$ cat config.mk
export PLATFORM = sky130hd
export DESIGN_NAME = v30mz_divider
export DESIGN_NICKNAME = d
export VERILOG_FILES = /design/src/rtl/v30mz_divider.sv
export SDC_FILE = /design/constraint.sdc
export NUM_CORES = 1
export LEC_CHECK = 0
export CORE_MARGIN = 1.5
export CORE_UTILIZATION = 34
export DETAILED_ROUTE_END_ITERATION = 7
export GPL_TIMING_DRIVEN = 0
export PLACE_DENSITY_LB_ADDON = 0.2
export SLEW_MARGIN = 5
export SYNTH_ARGS = -nofsm -noshare
export SYNTH_HDL_FRONTEND = slang
export SYNTH_SLANG_ARGS = --single-unit
$ cat constraint.sdc
create_clock -name clk -period 4.4 [get_ports clk]
set_clock_uncertainty 0.15 [all_clocks]
set_input_delay 0.66 -clock clk [delete_from_list [all_inputs] [get_ports clk]]
set_output_delay 0.66 -clock clk [all_outputs]
set_load 0.02 [all_outputs]
$ cat src/rtl/v30mz_divider.sv
// rtl/v30mz_divider.sv - multi-cycle restoring divider for DIV/DIVU, byte and word forms
module v30mz_divider #(
  parameter int ALLOW_MIN_QUOTIENT = 1
) (
  input  logic        clk,
  input  logic        reset_n,
  input  logic        start,
  input  logic        size,
  input  logic        signed_op,
  input  logic [31:0] dividend,
  input  logic [15:0] divisor,
  output logic        busy,
  output logic        done,
  output logic        div_error,
  output logic [15:0] quotient,
  output logic [15:0] remainder
);

  typedef enum logic [1:0] {IDLE, CALC, FIX} state_t;

  state_t      state, state_next;
  logic        size_r, signed_r, sign_q, sign_r, big;
  logic [15:0] rem, dvd, dvs;
  logic [4:0]  cnt;

  logic        dvd_neg, dvs_neg, hi_ge, early_err;
  logic [31:0] dvd_ext, dvd_sx, dvd_abs;
  logic [15:0] dvs_ext, dvs_sx, dvs_abs, hi_abs, lo_abs;

  logic        dmsb, no_borrow;
  logic [17:0] shifted, trial;
  logic [15:0] rem_next, dvd_next, mask_r;

  logic [15:0] half, q_fix, r_fix;
  logic        ovf;

  // Operand conditioning at start: magnitudes and signs for the selected width.
  always_comb begin
    dvd_neg   = signed_op & (size ? dividend[31] : dividend[15]);
    dvs_neg   = signed_op & (size ? divisor[15] : divisor[7]);
    dvd_ext   = size ? dividend : {16'h0000, dividend[15:0]};
    dvd_sx    = size ? dividend : {{16{dividend[15]}}, dividend[15:0]};
    dvd_abs   = dvd_neg ? (32'd0 - dvd_sx) : dvd_ext;
    dvs_ext   = size ? divisor : {8'h00, divisor[7:0]};
    dvs_sx    = size ? divisor : {{8{divisor[7]}}, divisor[7:0]};
    dvs_abs   = dvs_neg ? (16'd0 - dvs_sx) : dvs_ext;
    hi_abs    = size ? dvd_abs[31:16] : {8'h00, dvd_abs[15:8]};
    lo_abs    = size ? dvd_abs[15:0]  : {8'h00, dvd_abs[7:0]};
    hi_ge     = (hi_abs >= dvs_abs);
    early_err = (dvs_abs == 16'd0) | (~signed_op & hi_ge);
  end

  // One restoring step: shift {rem, dvd} left, trial-subtract the divisor.
  always_comb begin
    mask_r    = size_r ? 16'hFFFF : 16'h00FF;
    dmsb      = size_r ? dvd[15] : dvd[7];
    shifted   = size_r ? {1'b0, rem, dmsb} : {9'h000, rem[7:0], dmsb};
    trial     = shifted - {2'b00, dvs};
    no_borrow = ~trial[17];
    rem_next  = no_borrow ? trial[15:0] : shifted[15:0];
    dvd_next  = {dvd[14:0], no_borrow} & mask_r;
  end

  // Sign fix-up and signed overflow detection; big marks a quotient wider than N bits.
  always_comb begin
    half  = size_r ? 16'h8000 : 16'h0080;
    q_fix = (sign_q ? (16'd0 - dvd) : dvd) & mask_r;
    r_fix = (sign_r ? (16'd0 - rem) : rem) & mask_r;
    ovf   = signed_r & (big
                        | (~sign_q & (dvd > (half - 16'd1)))
                        | ( sign_q & (dvd > half))
                        | ((ALLOW_MIN_QUOTIENT == 0) & (dvd == half)));
  end

  always_ff @(posedge clk or negedge reset_n) begin
    if (!reset_n) state <= IDLE;
    else          state <= state_next;
  end

  always_comb begin
    state_next = state;
    case (state)
      IDLE:    if (start && !early_err) state_next = CALC;
      CALC:    if (cnt == 5'd1) state_next = FIX;
      FIX:     state_next = IDLE;
      default: state_next = IDLE;
    endcase
  end

  always_comb begin
    busy = (state != IDLE);
  end

  always_ff @(posedge clk or negedge reset_n) begin
    if (!reset_n) begin
      size_r    <= 1'b0;
      signed_r  <= 1'b0;
      sign_q    <= 1'b0;
      sign_r    <= 1'b0;
      big       <= 1'b0;
      rem       <= 16'h0000;
      dvd       <= 16'h0000;
      dvs       <= 16'h0000;
      cnt       <= 5'd0;
      done      <= 1'b0;
      div_error <= 1'b0;
      quotient  <= 16'h0000;
      remainder <= 16'h0000;
    end else begin
      done      <= 1'b0;
      div_error <= 1'b0;
      case (state)
        IDLE: begin
          if (start) begin
            size_r   <= size;
            signed_r <= signed_op;
            sign_q   <= dvd_neg ^ dvs_neg;
            sign_r   <= dvd_neg;
            if (early_err) begin
              done      <= 1'b1;
              div_error <= 1'b1;
              quotient  <= 16'h0000;
              remainder <= 16'h0000;
            end else begin
              rem <= hi_abs;
              dvd <= lo_abs;
              dvs <= dvs_abs;
              big <= signed_op & hi_ge;
              cnt <= size ? 5'd16 : 5'd8;
            end
          end
        end
        CALC: begin
          rem <= rem_next;
          dvd <= dvd_next;
          cnt <= cnt - 5'd1;
        end
        FIX: begin
          done      <= 1'b1;
          div_error <= ovf;
          quotient  <= ovf ? 16'h0000 : q_fix;
          remainder <= ovf ? 16'h0000 : r_fix;
        end
        default: ;
      endcase
    end
  end

endmodule

# After elaboration in Yosys (flattened, before gate mapping)
# Index checks and enable logic that the tools add are counted.
[totals]
in_bits = 53
regBits = 94
wordCells = 102
output_inout_bits = 35
[classes]
n_reduce_logical = 12
mux = 40
order_cmp = 3
n_eq_ne = 8
bitwise_logic = 18
add_sub_neg = 7
[ops]
columns = ["op", "count"]
rows = [
  ["$mux 16", 18],
  ["$pmux 16 s2", 4],
  ["$mux 32", 3],
  ["$and 16x16->16", 3],
  ["$sub 1x16->16 const A", 3],
  ["$gt 16x16->1", 2],
  ["$sub 1x32->32 const A", 1],
  ["$sub 17x16->18", 1],
  ["$mux 17", 1],
  ["$ge 16x16->1", 1],
  ["$logic_not 16->1", 1],
  ["$sub 16x1->16 const B", 1],
  ["$mux 5", 3],
  ["$ne 2x2->1 const B", 5],
  ["$pmux 5 s2", 1],
  ["$reduce_and 3->1", 3],
  ["$and 1x1->1", 7],
  ["$reduce_bool 2->1", 3],
  ["$eq 5x1->1 const B", 1],
  ["$mux 1", 5],
  ["$sub 5x1->5 const B", 1],
  ["$mux 2", 2],
  ["$not 1->1", 4],
  ["$pmux 1 s2", 2],
  ["other kinds (9)", 12],
]

# Depth between registers and ports, before layout
# Gate-level depths: netlist of run 1.
[depth]
depth_word = 11
mapped_depth = 19
ltp_nobuf = 16

# Worst setup path after synthesis of run 1
# No wires, ideal clock.
[synth_path]
path_type = "input to register"
start = "input dividend[13]"
end = "register rem[5]"
cell_stages = 18
path_buffers = 3
setup_slack_ps = -708
required_ps = 4108
setup_time_ps = 142
arrival_ps = 4816
path_cell_list = "or4_1 or3_1 clkbuf_1 or4_1 o31ai_2 xnor2_1 and2_1 ha_1 a21o_1 a21o_1 a211oi_1 o21ai_0 a222oi_1 o2111a_1 buf_6 buf_2 mux2i_1 mux2i_1"
[synth_between]
elab_chain_cells = 9
word_cells_on_any_way = 13
cone_classes = "add/sub (1); order compare (1); eq/ne (1); mux (7); bitwise (2); reduce/logical (1)"
[synth_lines]
columns = ["element", "line", "rtl"]
rows = [
  ["start: declaration", "10", "input logic [31:0] dividend,"],
  ["$mux 32", "42", "dvd_sx = size ? dividend : {{16{dividend[15]}}, dividend[15:0]};"],
  ["$sub 1x32->32", "43", "dvd_abs = dvd_neg ? (32'd0 - dvd_sx) : dvd_ext;"],
  ["$mux 32 *", "43", ""],
  ["$mux 16 *", "47", "hi_abs = size ? dvd_abs[31:16] : {8'h00, dvd_abs[15:8]};"],
  ["$ge 16x16->1", "49", "hi_ge = (hi_abs >= dvs_abs);"],
  ["$and 1x1->1", "50", "early_err = (dvs_abs == 16'd0) | (~signed_op & hi_ge);"],
  ["$or 1x1->1", "50", ""],
  ["$ne 2x2->1 (no line)", "--", ""],
  ["$reduce_and 3->1 (no line)", "--", ""],
  ["end signal: assignment", "125", "rem <= hi_abs;"],
  ["end signal: assignment", "134", "rem <= rem_next;"],
  ["end: declaration", "23", "logic [15:0] rem, dvd, dvs;"],
]
# Every way passes the cells marked *; elsewhere a longest branch is shown, timed or not. The select of a mux whose other input is x is not followed.
# A chain may end at the register's enable or synchronous reset.

# Worst setup path in the final report of run 1
[layout_path]
start = "input dividend[12]"
end = "register rem[14]"
# Same word-level chain as after synthesis.

==> flow_summary.toml, run 1 <==
[yosys]
synthTopCellsByArea = "dfrtp_1 (29%), ha_1 (8.7%), mux2i_1 (5.6%), o21ai_0 (5.2%), nand2_1 (5.1%)"
syn_nets = 1084
synth-seq-area-share_pct = 28.6
synthDominantCellAreaShare_pct = 28.6
yosysUniqueCellTypes = 84
synth_edf_count = 0
synth.avg_cell_area_sq_um = 8.44
netlist_area_sq_mm = 0.00821
ys_warn_count = 0
ys_ff_latch = 94
synth_common_cells = "nand2_1 (112), dfrtp_1 (94), o21ai_0 (85), ha_1 (57), nor2_1 (52)"
synth_ff_type = "dfrtp_1"
synthCells = 973
async_reset_ff_share_pct = 100
yosysMostFrequentCell = "nand2_1"
synth_top_cell_by_area = "dfrtp_1"

[route]
wl_per_cell_um = 18.0
route.antenna.remaining_nets = 0
drc = 0
drt-total-wl_um = 25900
vias_per_cell = 5.45
vias = 7815
drtIter0Drc = 512
firstDrtPassIters = 5

[worst_hold_path]
hp-class = "in -> async"

[sta]
hold_violations = 0
final_max_slew_viol_count = 0
holdWs_ps = 156
fin_crit_sh_pct = 109
relSlewSlack_pct = 41.2
fin_ws_ps = -407
tightest_slew_ps = 878
fin_crit_ps = 4810
setup_violations = 88
max_freq_ghz = 0.208
grt_setup_unrepaired = "yes"

[critical_path]
cp.arrival_ps = 4890
r2r_setup_slack_ps = 10
start_kind = "input pin"
path_buf_inv = 3
worstSetupEndpointType = "register"
crit_start = "dividend[12]"
cp_top_family = "simple AND/OR/NAND/NOR gates"
r2r-end = "rem[1]"
worst_ep_required_time_ps = 4480
r2r_start = "size_r"
cpMaxStageDelayCell = "or4_4"
cp.depth = 18
critPathMaxFanout = 6
reg2reg_depth = 12
critical_path_class = "in -> reg"
path_cells = "buf_8, or4_4, or3_4, or4_4, o31ai_4, xnor2_1, and2_4, ha_4, a21o_1, a21o_1, a211oi_2, o21ai_1, a222oi_1, buf_4, o2111a_2, buf_8, mux2_4, mux2_4"
slowest_delay_ps = 560
endpoint = "rem[14]"

[clocking]
clk_pin_slew_ps = 60
hold_buffers = 0
clock_sinks = 94
clk_latency_ps = 350
clockRootBuffer = "clkbuf_16"
cts_buffer_depth = 2
htree_levels = 3
cts_tree = "done"
cts_buffers = 9

[global_routing]
antenna_found_initial = 0
grt_start_max_net_pins = 54
grt_pass1_wl_um = 40800
grt_pass1_vias = 7419
overflow = 0
track_usage_pct = 20.9

[pwr]
p_sw_mw = 2.91
switching_share_pct = 46.2
ir_drop_v = 0.000317
p_seq_share_pct = 25.3
p_per_area_mw_per_mm2 = 585
p_clk_share_pct = 12.9
intPower_mw = 3.39
leakagePower_nw = 4.61
power_mw = 6.29
comb_power_share_pct = 61.8

[cells_and_area]
nNetsFinal = 1220
fillers = 2325
diodes = 0
utilization_pct = 45.6
drive_gt1_share_pct = 15.4
syn_to_final_growth_pct = 31.1

[die]
core_area_sq_mm = 0.0236
die_height_um = 158
rows = 56
ios = 88
start_util_pct = 34.8
die_width_um = 158
die_area_sq_mm = 0.0251

[placement]
port_buffers = 83
hpwl_um = 19600
gp_congestion = 0.888

[job]
cap_violations = 0

[run_status]
status = "complete, but fails checks"
violations = "negative setup slack"
[flip-flops by register name (all words and copies together) (netlist names)]
signal	flops
size_r	1
sign_r	1
sign_q	1
remainder	16
div_error	1
big	1
dvd	16
state	2
rem	16
cnt	5
done	1
dvs	16
quotient	16
signed_r	1
[per-layer routing]
metal | wire length (um) | track usage (%) | up-vias
li1 | - | - | 3857
met2 | 11300 | 32.3 | 205
met5 | 0 | 0 | -
met4 | 535 | 6.94 | 0
met3 | 1110 | 2.45 | 31
met1 | 12900 | 30.0 | 3722
[what timing repair did]
| item | 4_1_cts | 5_1_grt |
|---|---|---|
| endpoints found under the hold margin | 0 | 0 |
| endpoints found under the setup margin | 89 | 88 |
| cloned | 9 | 1 |
| resized for setup | 88 | 58 |
| pin swaps | 17 | 17 |
| buffers inserted | 27 | 8 |
[area by class of cell]
cell class / instances / area (sq um) / share of cell area [%]
flip-flops and latches: 94 / 2350 / 21.9
clock inverters: 5 / 57.6 / 0.535
plain buffers: 49 / 365 / 3.39
inverters: 36 / 139 / 1.29
repair buffers: 126 / 1320 / 12.2
multi-input cells: 793 / 5880 / 54.6
clock buffers: 11 / 253 / 2.35
well taps: 319 / 399 / 3.71
[how the worst min path moves through the flow]
stage                     slack [ps]  endpoint  depth (start not counted)
after floorplan                  210       big                          0
after CTS                        180      done                          1
final                            160      done                          1
after detailed placement         330   dvs[14]                          2
after global placement           320   dvs[14]                          2
after global routing             200      done                          1
[metrics by stage]
stage | std cells | instance area (sq um) | setup TNS, ps | setup WS, ps
final | 1433 | 10800 | -23190 | -407
after global routing | 1433 | 10800 | -30010 | -453
after CTS | 1426 | 10500 | -27330 | -462
after detailed placement | 1376 | 9610 | -172190 | -2260
after global placement | 1375 | 9590 | -288710 | -2290
after floorplan | 973 | 8360 | -23050 | -511
[cells by family after synthesis]
group | synth area share [%]
fa+ha+maj | 8.93
compound gates | 24.3
simple gates | 19.7
mux | 6.34
buf+inv | 4.45
xor+xnor | 7.68
flops | 28.6
[layout by cell type (no fill, tap or decap), drive strengths merged, types with 35 or more instances in the layout]
master,instances
a21oi,36
buf,61
clkbuf,48
clkdlybuf4s50,63
dfrtp,94
ha,57
inv,35
mux2i,46
nand2,112
nor2,53
o21ai,99
xor2,42
[power groups by stage]
stage                     registers [mW]  logic [mW]  clock network (mW)
after global placement              1.59        3.63                   0
after global routing                1.64        4.34               0.860
after CTS                           1.58        3.82               0.829
after floorplan                     1.49        2.75                   0
final                               1.59        3.89               0.812
after detailed placement            1.60        3.68                   0
Power figures use the tool's default switching activity.
==> run 2: changes to the inputs <==
SKIP_CTS_REPAIR_TIMING = 1   (was unset)
==> flow_summary.toml, run 2 (synthesis results as in run 1) <==
[critical_path]
r2r_start = "size_r"
cp.arrival_ps = 5170
start_kind = "input pin"
r2r-end = "rem[1]"
reg2reg_depth = 12
r2r_setup_slack_ps = -100
cpMaxStageDelayCell = "clkdlybuf4s50_1"
critical_path_class = "in -> reg"
path_cells = "clkdlybuf4s50_1, nor4_4, buf_4, nand3_4, or4_4, o31ai_4, xnor2_1, and2_4, ha_4, a21o_1, a21o_1, a211oi_2, o21ai_1, a222oi_1, o2111a_2, buf_8, mux2_4, mux2_4"
worst_ep_required_time_ps = 4490
cp_top_family = "compound AO/OA/AOI/OAI gates"
critPathMaxFanout = 6
path_buf_inv = 3
worstSetupEndpointType = "register"
slowest_delay_ps = 510

[pwr]
power_mw = 6.29
p_per_area_mw_per_mm2 = 593
leakagePower_nw = 4.47
ir_drop_v = 0.000312

[cells_and_area]
nNetsFinal = 1206
multi_input_area_sq_mm = 0.00587
fillers = 2396
syn_to_final_growth_pct = 29.0
final_common_cell = "nand2_1"
diodes = 0
drive_gt1_share_pct = 14.0
mostFrequentLayoutCells = "nand2_1 (102), dfrtp_1 (94), clkdlybuf4s50_1 (72)"
fin_cells = 1419
seq_area_sq_mm = 0.00235

[route]
wl_per_cell_um = 17.9
vias = 7741
route.antenna.remaining_nets = 0
drc = 0
drt-total-wl_um = 25400
firstDrtPassIters = 4
vias_per_cell = 5.46
drtIter0Drc = 585

[job]
cap_violations = 0

[global_routing]
grt_pass1_wl_um = 39100
antenna_found_initial = 1
grt_start_max_net_pins = 54
track_usage_pct = 20.0
grt_pass1_vias = 7134
overflow = 0

[clocking]
clk_pin_slew_ps = 70
htree_levels = 3
clockRootBuffer = "clkbuf_16"
cts_buffer_depth = 2
cts_buffers = 9
clock_sinks = 94
cts_tree = "done"
clk_latency_ps = 350

[placement]
gp_congestion = 0.888
hpwl_um = 19600
port_buffers = 83
place_inst = 1376

[die]
start_util_pct = 34.8
rows = 56
die_height_um = 158
die_area_sq_mm = 0.0251
ios = 88
core_area_sq_mm = 0.0236
die_width_um = 158

[sta]
fin_crit_sh_pct = 116
relSlewSlack_pct = 44.2
holdWs_ps = 159
hold_violations = 0
max_freq_ghz = 0.197
final_max_slew_viol_count = 0
fin_crit_ps = 5090
grt_setup_unrepaired = "yes"
fin_ws_ps = -685
setup_violations = 88
tightest_slew_ps = 837

[run_status]
violations = "negative setup slack"
status = "complete, but fails checks"

[worst_hold_path]
hp-class = "in -> async"
run 2: final cells by class:
| type | count | share of cell area [%] |
|---|---|---|
| multi-input combinational | 793 | 55.5 |
| sequential | 94 | 22.2 |
| timing repair buffer | 112 | 11.2 |
| tap | 319 | 3.77 |
| buffer | 49 | 3.20 |
| clock buffer | 11 | 2.39 |
| inverter | 36 | 1.28 |
| clock inverter | 5 | 0.543 |
run 2: routing by layer:
metal | GRT usage, % | share of wire (%)
met1 | 29.8 | 50
met2 | 29.7 | 44
met3 | 2.26 | 4.2
met4 | 6.63 | 1.9
met5 | 0 | 0
run 2: how the worst max path moves through the flow:
stage / slack, ps / from / cells after the start / to
after global routing: -780 / dividend[4] / 20 / dvd[6]
after floorplan: -510 / dividend[13] / 17 / rem[14]
after global placement: -2290 / size / 20 / rem[1]
final: -690 / dividend[4] / 18 / rem[14]
after detailed placement: -2260 / size / 20 / rem[1]
after CTS: -1930 / size / 20 / rem[1]
run 2: report_power, final:
part / switching, mW / internal [mW] / leakage [nW] / total [mW]
Combinational: 2.13 / 1.74 / 3.26 / 3.87
Sequential: 0.432 / 1.17 / 1.06 / 1.60
Clock: 0.342 / 0.471 / 0.144 / 0.812
Total: 2.91 / 3.38 / 4.47 / 6.29
run 2: metrics by stage:
step / util, % / setup TNS, ps / cell area [sq um] / setup slack (ps)
6_report: 44.9 / -38960 / 10600 / -685
5_1_grt: 44.9 / -49320 / 10600 / -781
4_1_cts: 42.0 / -141450 / 9920 / -1930
3_5_place_dp: 40.7 / -172190 / 9610 / -2260
3_3_place_gp: 40.6 / -288710 / 9590 / -2290
2_1_floorplan: - / -23050 / 8360 / -511
==> run 3: changes to the inputs <==
clock period = 5.8 ns   (was 4.4 ns; I/O delays follow)
==> flow_summary.toml, run 3 (synthesis results as in run 1) <==
[run_status]
status = "finished, final reports clean"

[route]
vias_per_cell = 5.48
firstDrtPassIters = 5
drt-total-wl_um = 25100
drc = 0
drtIter0Drc = 467
vias = 7640
wl_per_cell_um = 18.0
route.antenna.remaining_nets = 0

[die]
start_util_pct = 34.8
die_height_um = 158
core_area_sq_mm = 0.0236
die_width_um = 158
rows = 56
ios = 88
die_area_sq_mm = 0.0251

[critical_path]
critical_path_class = "in -> reg"
path_common_cell = "or4_4"
r2r-end = "rem[1]"
reg2reg_depth = 12
r2r_setup_slack_ps = 1310
cp.arrival_ps = 5810
worstSetupEndpointType = "register"
worst_ep_required_time_ps = 5880
cp_top_family = "simple AND/OR/NAND/NOR gates"
path_buf_inv = 3
cpMaxStageDelayCell = "or4_4"
slowest_delay_ps = 590
start_kind = "input pin"
r2r_start = "size_r"
path_cells = "clkdlybuf4s50_1, or4_4, or3_4, or4_4, o31ai_4, xnor2_1, and2_2, ha_1, nand4_1, nor2_1, a211oi_2, o21ai_2, a222oi_1, buf_4, o2111a_2, buf_6, mux2_4, mux2_2"
critPathMaxFanout = 6

[global_routing]
antenna_found_initial = 0
grt_pass1_vias = 7223
grt_start_max_net_pins = 51
grt_pass1_wl_um = 39500
overflow = 0
track_usage_pct = 20.1

[cells_and_area]
diodes = 0
final_common_cell = "nand2_1"
nNetsFinal = 1182
syn_to_final_growth_pct = 20.7
mostFrequentLayoutCells = "nand2_1 (112), dfrtp_1 (94), o21ai_0 (84)"
utilization_pct = 42.0
drive_gt1_share_pct = 7.44

[pwr]
leakagePower_nw = 4.14
intPower_mw = 2.48
p_clk_share_pct = 13.8
comb_power_share_pct = 60.2
p_per_area_mw_per_mm2 = 467
p_sw_mw = 2.15
ir_drop_v = 0.000214
switching_share_pct = 46.4
p_seq_share_pct = 26.0

[placement]
hpwl_um = 19700
preCtsSetupSlack_ps = -1230
gp_congestion = 0.860
port_buffers = 83

[clocking]
cts_tree = "done"
htree_levels = 3
cts_buffer_depth = 2
cts_buffers = 9
clockRootBuffer = "clkbuf_16"
clk_latency_ps = 350
clk_pin_slew_ps = 60
clock_sinks = 94

[worst_hold_path]
min_from = "dvs[13]"
hp-class = "reg -> reg"
hold-path-cell-count = 2
hold_path_end = "dvs[13]"

[sta]
tightest_slew_ps = 801
fin_crit_ps = 5720
relSlewSlack_pct = 46.0
final_max_slew_viol_count = 0
fin_ws_ps = 76.4
setup_violations = 0
hold_violations = 0
fin_tns_setup_ps = 0
fin_crit_sh_pct = 98.7
max_freq_ghz = 0.175

[job]
cap_violations = 0
==> run 3: how the worst max path moves through the flow <==
stage | end | depth (start not counted) | start
after floorplan | rem[5] | 18 | dividend[13]
after global placement | done | 20 | size
after detailed placement | done | 20 | size
after CTS | done | 20 | size
after global routing | rem[14] | 18 | dividend[13]
final | rem[14] | 18 | dividend[13]
==> run 3: power groups by stage <==
stage / combinational [mW] / clock [mW] / sequential [mW]
final: 2.79 / 0.637 / 1.20
after global routing: 3.12 / 0.675 / 1.24
after CTS: 2.77 / 0.648 / 1.20
after detailed placement: 2.75 / 0 / 1.21
after global placement: 2.72 / 0 / 1.20
after floorplan: 2.04 / 0 / 1.13
==> run 3: stage by stage <==
stage | instance area, sq um | cells | hold WS [ps] | power, mW
3_5_place_dp | 9470 | 1376 | 322 | 3.96
3_3_place_gp | 9440 | 1375 | 316 | 3.92
2_1_floorplan | 8210 | 973 | 300 | 3.17
6_report | 9910 | 1394 | 331 | 4.63
5_1_grt | 9910 | 1394 | 360 | 5.04
4_1_cts | 9780 | 1391 | 336 | 4.61
==> run 3: layout make-up <==
class | count | area (sq um)
tap | 319 | 399
fill | 2429 | 13700
multi-input combinational | 792 | 5560
clock buffer | 13 | 280
inverter | 36 | 135
timing repair buffer | 89 | 896
sequential | 94 | 2350
clock inverter | 2 | 38.8
buffer | 49 | 248
==> run 3: worst reg2reg max path: stages, from the launching register on <==
cell       delay [ps]
dfrtp_1           680
clkbuf_1          430
mux2i_1           360
ha_1              260
nor2b_1            70
o31a_1            290
o2111ai_1         320
a21oi_1           200
or4b_1            610
and2_1            170
buf_1             350
o211ai_1          290
o311ai_1          150
==> run 3: layer usage <==
layer  vias to the layer above  global-route usage (%)  routed length [um]
li1                       3754                       -                   -
met1                      3683                    30.0               12900
met2                       178                    30.6               10900
met3                        25                    1.77                 812
met4                         0                    5.83                 421
met5                         -                       0                   0
